## config.mk

```make
export PLATFORM = sky130hd
export DESIGN_NAME = regfile_mp
export DESIGN_NICKNAME = d
export VERILOG_FILES = /design/src/rtl/regfile_pkg.sv /design/src/rtl/regfile_mp_scoreboard.sv /design/src/rtl/regfile_mp.sv
export SDC_FILE = /design/constraint.sdc
export NUM_CORES = 2
export LEC_CHECK = 0
export CORE_MARGIN = 5
export CORE_UTILIZATION = 49
export DETAILED_ROUTE_END_ITERATION = 10
export GPL_TIMING_DRIVEN = 0
export PLACE_DENSITY = 0.72
export SETUP_SLACK_MARGIN = 0.4
export SYNTH_ARGS = -nofsm -noshare
export SYNTH_HDL_FRONTEND = slang
export SYNTH_HIERARCHICAL = 1
export SYNTH_SLANG_ARGS = --single-unit
```

## constraint.sdc

```tcl
create_clock -name clock -period 79.9 [get_ports clock]
set_input_delay 15.98 -clock clock [delete_from_list [all_inputs] [get_ports clock]]
set_output_delay 15.98 -clock clock [all_outputs]
set_load 0.05 [all_outputs]
```

## src/rtl/regfile_pkg.sv

```systemverilog
// Shared constants, limits and write-port priority helper for the multi-port register file.
// Optional forwarding is selected with the REGFILE_BYPASS_EN macro in the files that import this package.
package regfile_pkg;

  localparam int DATA_W_DEF = 32;
  localparam int ADDR_W_DEF = 5;
  localparam int NUM_RD_MAX = 4;
  localparam int NUM_WR_MAX = 2;
  localparam int ADDR_W_MAX = 8;   // widest index the priority helper accepts
  localparam int WR_IDX_W   = 1;
  localparam int ZERO_REG   = 0;

  typedef struct packed {
    logic                hit;
    logic [WR_IDX_W-1:0] port;
  } wr_win_t;

  // Scans ports in ascending order, so the highest-index enabled match wins.
  function automatic wr_win_t wr_winner(
    input logic [NUM_WR_MAX-1:0]            en,
    input logic [NUM_WR_MAX*ADDR_W_MAX-1:0] addrs,
    input logic [ADDR_W_MAX-1:0]            addr
  );
    wr_win_t r;
    r = '0;
    for (int w = 0; w < NUM_WR_MAX; w++) begin
      if (en[w] && (addrs[w*ADDR_W_MAX +: ADDR_W_MAX] == addr)) begin
        r.hit  = 1'b1;
        r.port = WR_IDX_W'(w);
      end
    end
    return r;
  endfunction

endpackage

```

## src/rtl/regfile_mp_scoreboard.sv

```systemverilog
// Pending-write scoreboard: one bit per register, set by claims, cleared by committed writes.
// With REGFILE_BYPASS_EN, a same-cycle write hides the busy flag unless a same-cycle claim re-arms it.
module regfile_mp_scoreboard
  import regfile_pkg::*;
#(
  parameter int ADDR_W = ADDR_W_DEF,
  parameter int NUM_RD = 2,
  parameter int NUM_WR = 1
) (
  input  logic                     clock,
  input  logic                     reset,
  input  logic                     claim_en,
  input  logic [ADDR_W-1:0]        claim_addr,
  input  logic [NUM_WR-1:0]        wr_en,
  input  logic [NUM_WR*ADDR_W-1:0] wr_addr,
  input  logic [NUM_RD*ADDR_W-1:0] rd_addr,
  output logic [NUM_RD-1:0]        rd_busy
);

  localparam int DEPTH = 1 << ADDR_W;
  localparam logic [ADDR_W-1:0] ZERO_IDX = ADDR_W'(ZERO_REG);

  logic [DEPTH-1:0] pending_q;
  logic [DEPTH-1:0] pending_d;

  // Clear before set: a claim and a write to one register in the same cycle leave it pending.
  always_comb begin
    pending_d = pending_q;
    for (int w = 0; w < NUM_WR; w++) begin
      if (wr_en[w] && (wr_addr[w*ADDR_W +: ADDR_W] != ZERO_IDX)) begin
        pending_d[wr_addr[w*ADDR_W +: ADDR_W]] = 1'b0;
      end
    end
    if (claim_en && (claim_addr != ZERO_IDX)) begin
      pending_d[claim_addr] = 1'b1;
    end
  end

  always_ff @(posedge clock or posedge reset) begin
    if (reset) begin
      pending_q <= '0;
    end else begin
      pending_q <= pending_d;
    end
  end

  always_comb begin
    logic [ADDR_W-1:0] a;
    logic              hit;
    a       = '0;
    hit     = 1'b0;
    rd_busy = '0;
    for (int p = 0; p < NUM_RD; p++) begin
      a   = rd_addr[p*ADDR_W +: ADDR_W];
      hit = 1'b0;
      rd_busy[p] = pending_q[a] && (a != ZERO_IDX);
`ifdef REGFILE_BYPASS_EN
      for (int w = 0; w < NUM_WR; w++) begin
        if (wr_en[w] && (wr_addr[w*ADDR_W +: ADDR_W] == a)) begin
          hit = 1'b1;
        end
      end
      if (hit && !(claim_en && (claim_addr == a))) begin
        rd_busy[p] = 1'b0;
      end
`endif
    end
  end

endmodule

```

## src/rtl/regfile_mp.sv

```systemverilog
// Multi-port register file with hardwired r0, highest-port-wins writes and a pending-write scoreboard.
// Define REGFILE_BYPASS_EN to forward same-cycle write data to the read ports.
module regfile_mp
  import regfile_pkg::*;
#(
  parameter int DATA_W = DATA_W_DEF,
  parameter int ADDR_W = ADDR_W_DEF,
  parameter int NUM_RD = 2,
  parameter int NUM_WR = 1
) (
  input  logic                     clock,
  input  logic                     reset,
  input  logic [NUM_RD*ADDR_W-1:0] rd_addr,
  output logic [NUM_RD*DATA_W-1:0] rd_data,
  output logic [NUM_RD-1:0]        rd_busy,
  input  logic [NUM_WR-1:0]        wr_en,
  input  logic [NUM_WR*ADDR_W-1:0] wr_addr,
  input  logic [NUM_WR*DATA_W-1:0] wr_data,
  input  logic                     claim_en,
  input  logic [ADDR_W-1:0]        claim_addr
);

  localparam int DEPTH = 1 << ADDR_W;

  logic [DATA_W-1:0] mem_q [DEPTH];
  logic [DATA_W-1:0] mem_d [DEPTH];

  logic [NUM_WR_MAX-1:0]            en_pad;
  logic [NUM_WR_MAX*ADDR_W_MAX-1:0] addr_pad;

  // Widen the write ports to the fixed shape the priority helper expects.
  always_comb begin
    en_pad   = '0;
    addr_pad = '0;
    for (int w = 0; w < NUM_WR; w++) begin
      en_pad[w] = wr_en[w];
      addr_pad[w*ADDR_W_MAX +: ADDR_W_MAX] = ADDR_W_MAX'(wr_addr[w*ADDR_W +: ADDR_W]);
    end
  end

  // r0 is never a write target, so it holds its reset value of zero forever.
  always_comb begin
    wr_win_t win;
    win   = '0;
    mem_d = mem_q;
    for (int i = ZERO_REG + 1; i < DEPTH; i++) begin
      win = wr_winner(en_pad, addr_pad, ADDR_W_MAX'(i));
      if (win.hit) begin
        for (int w = 0; w < NUM_WR; w++) begin
          if (int'(win.port) == w) begin
            mem_d[i] = wr_data[w*DATA_W +: DATA_W];
          end
        end
      end
    end
  end

  always_ff @(posedge clock or posedge reset) begin
    if (reset) begin
      for (int i = 0; i < DEPTH; i++) begin
        mem_q[i] <= '0;
      end
    end else begin
      mem_q <= mem_d;
    end
  end

  always_comb begin
    wr_win_t win;
    win     = '0;
    rd_data = '0;
    for (int p = 0; p < NUM_RD; p++) begin
      rd_data[p*DATA_W +: DATA_W] = mem_q[rd_addr[p*ADDR_W +: ADDR_W]];
`ifdef REGFILE_BYPASS_EN
      win = wr_winner(en_pad, addr_pad, ADDR_W_MAX'(rd_addr[p*ADDR_W +: ADDR_W]));
      // Reset gates forwarding so the outputs read zero while reset is held.
      if (!reset && win.hit && (rd_addr[p*ADDR_W +: ADDR_W] != ADDR_W'(ZERO_REG))) begin
        for (int w = 0; w < NUM_WR; w++) begin
          if (int'(win.port) == w) begin
            rd_data[p*DATA_W +: DATA_W] = wr_data[w*DATA_W +: DATA_W];
          end
        end
      end
`endif
    end
  end

  regfile_mp_scoreboard #(
    .ADDR_W (ADDR_W),
    .NUM_RD (NUM_RD),
    .NUM_WR (NUM_WR)
  ) u_scoreboard (
    .clock      (clock),
    .reset      (reset),
    .claim_en   (claim_en),
    .claim_addr (claim_addr),
    .wr_en      (wr_en),
    .wr_addr    (wr_addr),
    .rd_addr    (rd_addr),
    .rd_busy    (rd_busy)
  );

endmodule

```

==> metrics.txt <==
DR vias roughly 40000; Worst-path clk slew 50 ps; Congestion Overflow GR 0; most used standard cell by instance count after synthesis mux2_2; routed length on met3 22.4 mm; CP peak stage delay slightly above 1000 ps; Mapped Cells 3848; met2 WL 85.0 mm; Fmax 27.3 MHz; Worst Hold Class flip-flop to flip-flop; Avg Inst Size Synth between 10 and 15 µm²; crit path DAT 20660 ps; P_leak 27.0 nW; CP startpoint rd_addr[8]; TNS Setup 0 ps; largest area contributor in the netlist dfrtp_1; number of synthesized flops with an enable pin 0; first-pass GRT wire length ~280 mm; CP cell instances clkdlybuf4s50_1 > clkbuf_1 > clkbuf_1 > a211oi_1 > o31ai_1 > clkdlybuf4s50_1; commonest cells in the netlist 1042 x mux2_2, 1024 x dfrtp_1, 387 x mux4_2, 206 x clkbuf_1, 192 x a22o_1; peak supply drop about 0.022 mV; mapped cell area 0.0552 mm²; postcts setup bufs 0; Top FF cell, synth dfrtp_1; die height 346 µm; Netlist cell types 44; power share of the combinational group roughly 22%; Layout fillers between 9000 and 10000; total placed cells including tap cells roughly 5500; core area ~0.11 mm²; unrepaired setup endpoints after global routing false; Clock Latency Late Sink 710 ps; crit share post-route 45.9%; Pins Over Slew Limit 0; largest family of logic cells by synthesized area multiplexers; Std-Cell Rows 123; die area roughly 0.12 mm²; Multi-input gate area between 0.02 and 0.03 mm²; Max Root-Sink Buffers 3; area grow syn2layout 13.2%; XOR/XNOR Fraction of Synth Area 0%; GR Util All Layers 31.8%; H-Tree Level Count 3; Sequential cell area 0.0256 mm²; FF-to-FF Start mem_q[634]$_DFFE_PP0P_; CP max FO 11; WS Path Type input pin to primary output; vias in the first global route between 40000 and 50000; final wirelength ~190 mm; layout cell share with drive strength beyond 1 43.6%; Area contributors post-synth dfrtp_1 46%, mux2_2 21%, mux4_2 16%; initial antenna violation count 5; Post-CTS Resized 0; Sw Ratio 29.2%; Synth top area share 46.5%; CP endpoint kind primary output; vias per cell about 7.0; data required time of the worst path 63920 ps; Compound-Gate Fraction of Synth Area between 6 and 7%; # setup viols final 0; yosys synthesis warning count 6; max-cap violation count 0; normalized max-slew margin under 10%; IO Pins about 120; uppermost routed layer met5; clock skew 0 ps; register share of total power 43.4%; Root Buffer clkbuf_16; Final Hold Fails 0; Setup crit start kind input pin; Design Area, Final between 0.06 and 0.07 mm²; Psw 0.471 mW; RD Place Congestion 0.939; initial core utilization between 40% and 50%; Routed Antenna Nets 0; simple-gate share of the synthesized area between 2 and 2.5%; DRC viols 0; Routed wire per std cell 34.1 µm; post-layout util 55.7%; met1 WL about 74 mm; 1st-iter DRT viols approximately 5100; multiplexer share of the synthesized area around two fifths; port buffer count 120; largest net degree at the start of global routing 130; post-synthesis adder-cell area fraction 0%; clock power share 34.1%; hold_sp u_scoreboard/pending_q[0]$_DFF_PP0_; Area after DPL 0.0585 mm²; worst-margin pin slew 1390 ps; cell-internal power approximately 1.1 mW; Post-synth ARST share 100%; Min Clock Period, post-route 36640 ps; final net count a little over 4000; Die Wd approximately 350 µm; CTS tree done; PD cells roughly 26 mW/mm²; Net Count, Synth 3904; CTS sink count 1024; TritonCTS Buffers 110; post-DP HPWL 132 mm; Yosys reg bits 1024; sequential area share after synthesis 46.5%; fin cells 5689; Pre-Repair DR Iteration Count 8; status complete, no violations; hold_buf cts 0; highest-delay cell along the critical path o31ai_1
[per-stage QoR]
step / worst slack [ps] / total power [mW] / hold slack (ps)
6_report: 43260 / 1.61 / 474
3_3_place_gp: 24460 / 1.05 / 459
3_5_place_dp: 43530 / 1.06 / 467
2_1_floorplan: 36010 / 0.952 / 425
4_1_cts: 43600 / 1.60 / 478
5_1_grt: 43360 / 1.66 / 499
[final cells by class]
type	count	share of cell area [%]
Inverter	7	0.0541
Antenna cell	4	0.0160
Clock inverter	46	1.05
Buffer	414	3.09
Tap cell	1500	3.01
Timing Repair Buffer	132	2.45
Sequential cell	1024	41.0
Clock buffer	159	5.12
Multi-Input combinational cell	2403	44.2
[cell families (layout without fill, tap and decap cells)]
| kind of cell | Yosys count | count (layout) |
|---|---|---|
| AND/OR/NAND/NOR | 255 | 255 |
| AO/OA/AOI/OAI | 522 | 522 |
| flip-flops | 1024 | 1024 |
| other | 0 | 4 |
| buffers and inverters | 421 | 758 |
| multiplexers | 1626 | 1626 |
[flip-flops by register name, summed over array words and instances, names as in the netlist]
signal and cells:
mem_q 992, u_scoreboard/pending_q 32
[worst max-delay path, delay by kind of cell]
kind | cells | cell delay (ps)
buf+inv | 4 | 3420
compound gates | 2 | 1230
[layer usage]
layer,global-route usage (%),up-vias
li1,-,15400
met1,42.2,20800
met2,47.2,2689
met3,9.92,751
met4,17.0,4
met5,0,-
[power groups by stage]
stage | Clock, mW | Combinational (mW) | Sequential (mW)
global route | 0.573 | 0.382 | 0.710
detailed placement | 0 | 0.356 | 0.704
global placement | 0 | 0.346 | 0.700
CTS | 0.551 | 0.357 | 0.696
floorplan | 0 | 0.273 | 0.679
finish | 0.550 | 0.362 | 0.700
[cell usage in the layout, fill, tap and decap left out, types with 14 or more instances in the layout]
master	n
nor2_1	20
nand3b_1	20
mux2i_1	178
a211oi_1	64
nand3_1	18
clkdlybuf4s50_1	120
mux4_2	387
mux2_2	1042
buf_4	18
buf_2	158
buf_6	15
a22o_1	192
o31ai_1	64
and2_1	34
nand2_1	88
o21ai_1	65
o22ai_1	65
and3_1	32
buf_1	17
clkinv_2	22
bufinv_16	14
clkbuf_16	111
mux2_1	19
dfrtp_1	1024
o21ai_0	61
clkbuf_8	24
clkbuf_1	230
[worst paths after layout]
check,end,slack [ps],cells after the start
worst min-delay path,u_scoreboard/pending_q[0]$_DFF_PP0_,470,1
min in group asynchronous,u_scoreboard/pending_q[10]$_DFF_PP0_,15730,2
max in group asynchronous,mem_q[749]$_DFFE_PP0P_,61800,6
worst max register to register,mem_q[634]$_DFFE_PP0P_,79050,1
worst max-delay path,rd_data[32],43260,6
worst min register to register,u_scoreboard/pending_q[0]$_DFF_PP0_,470,1
Note: power is estimated with default switching activity, not from simulation.
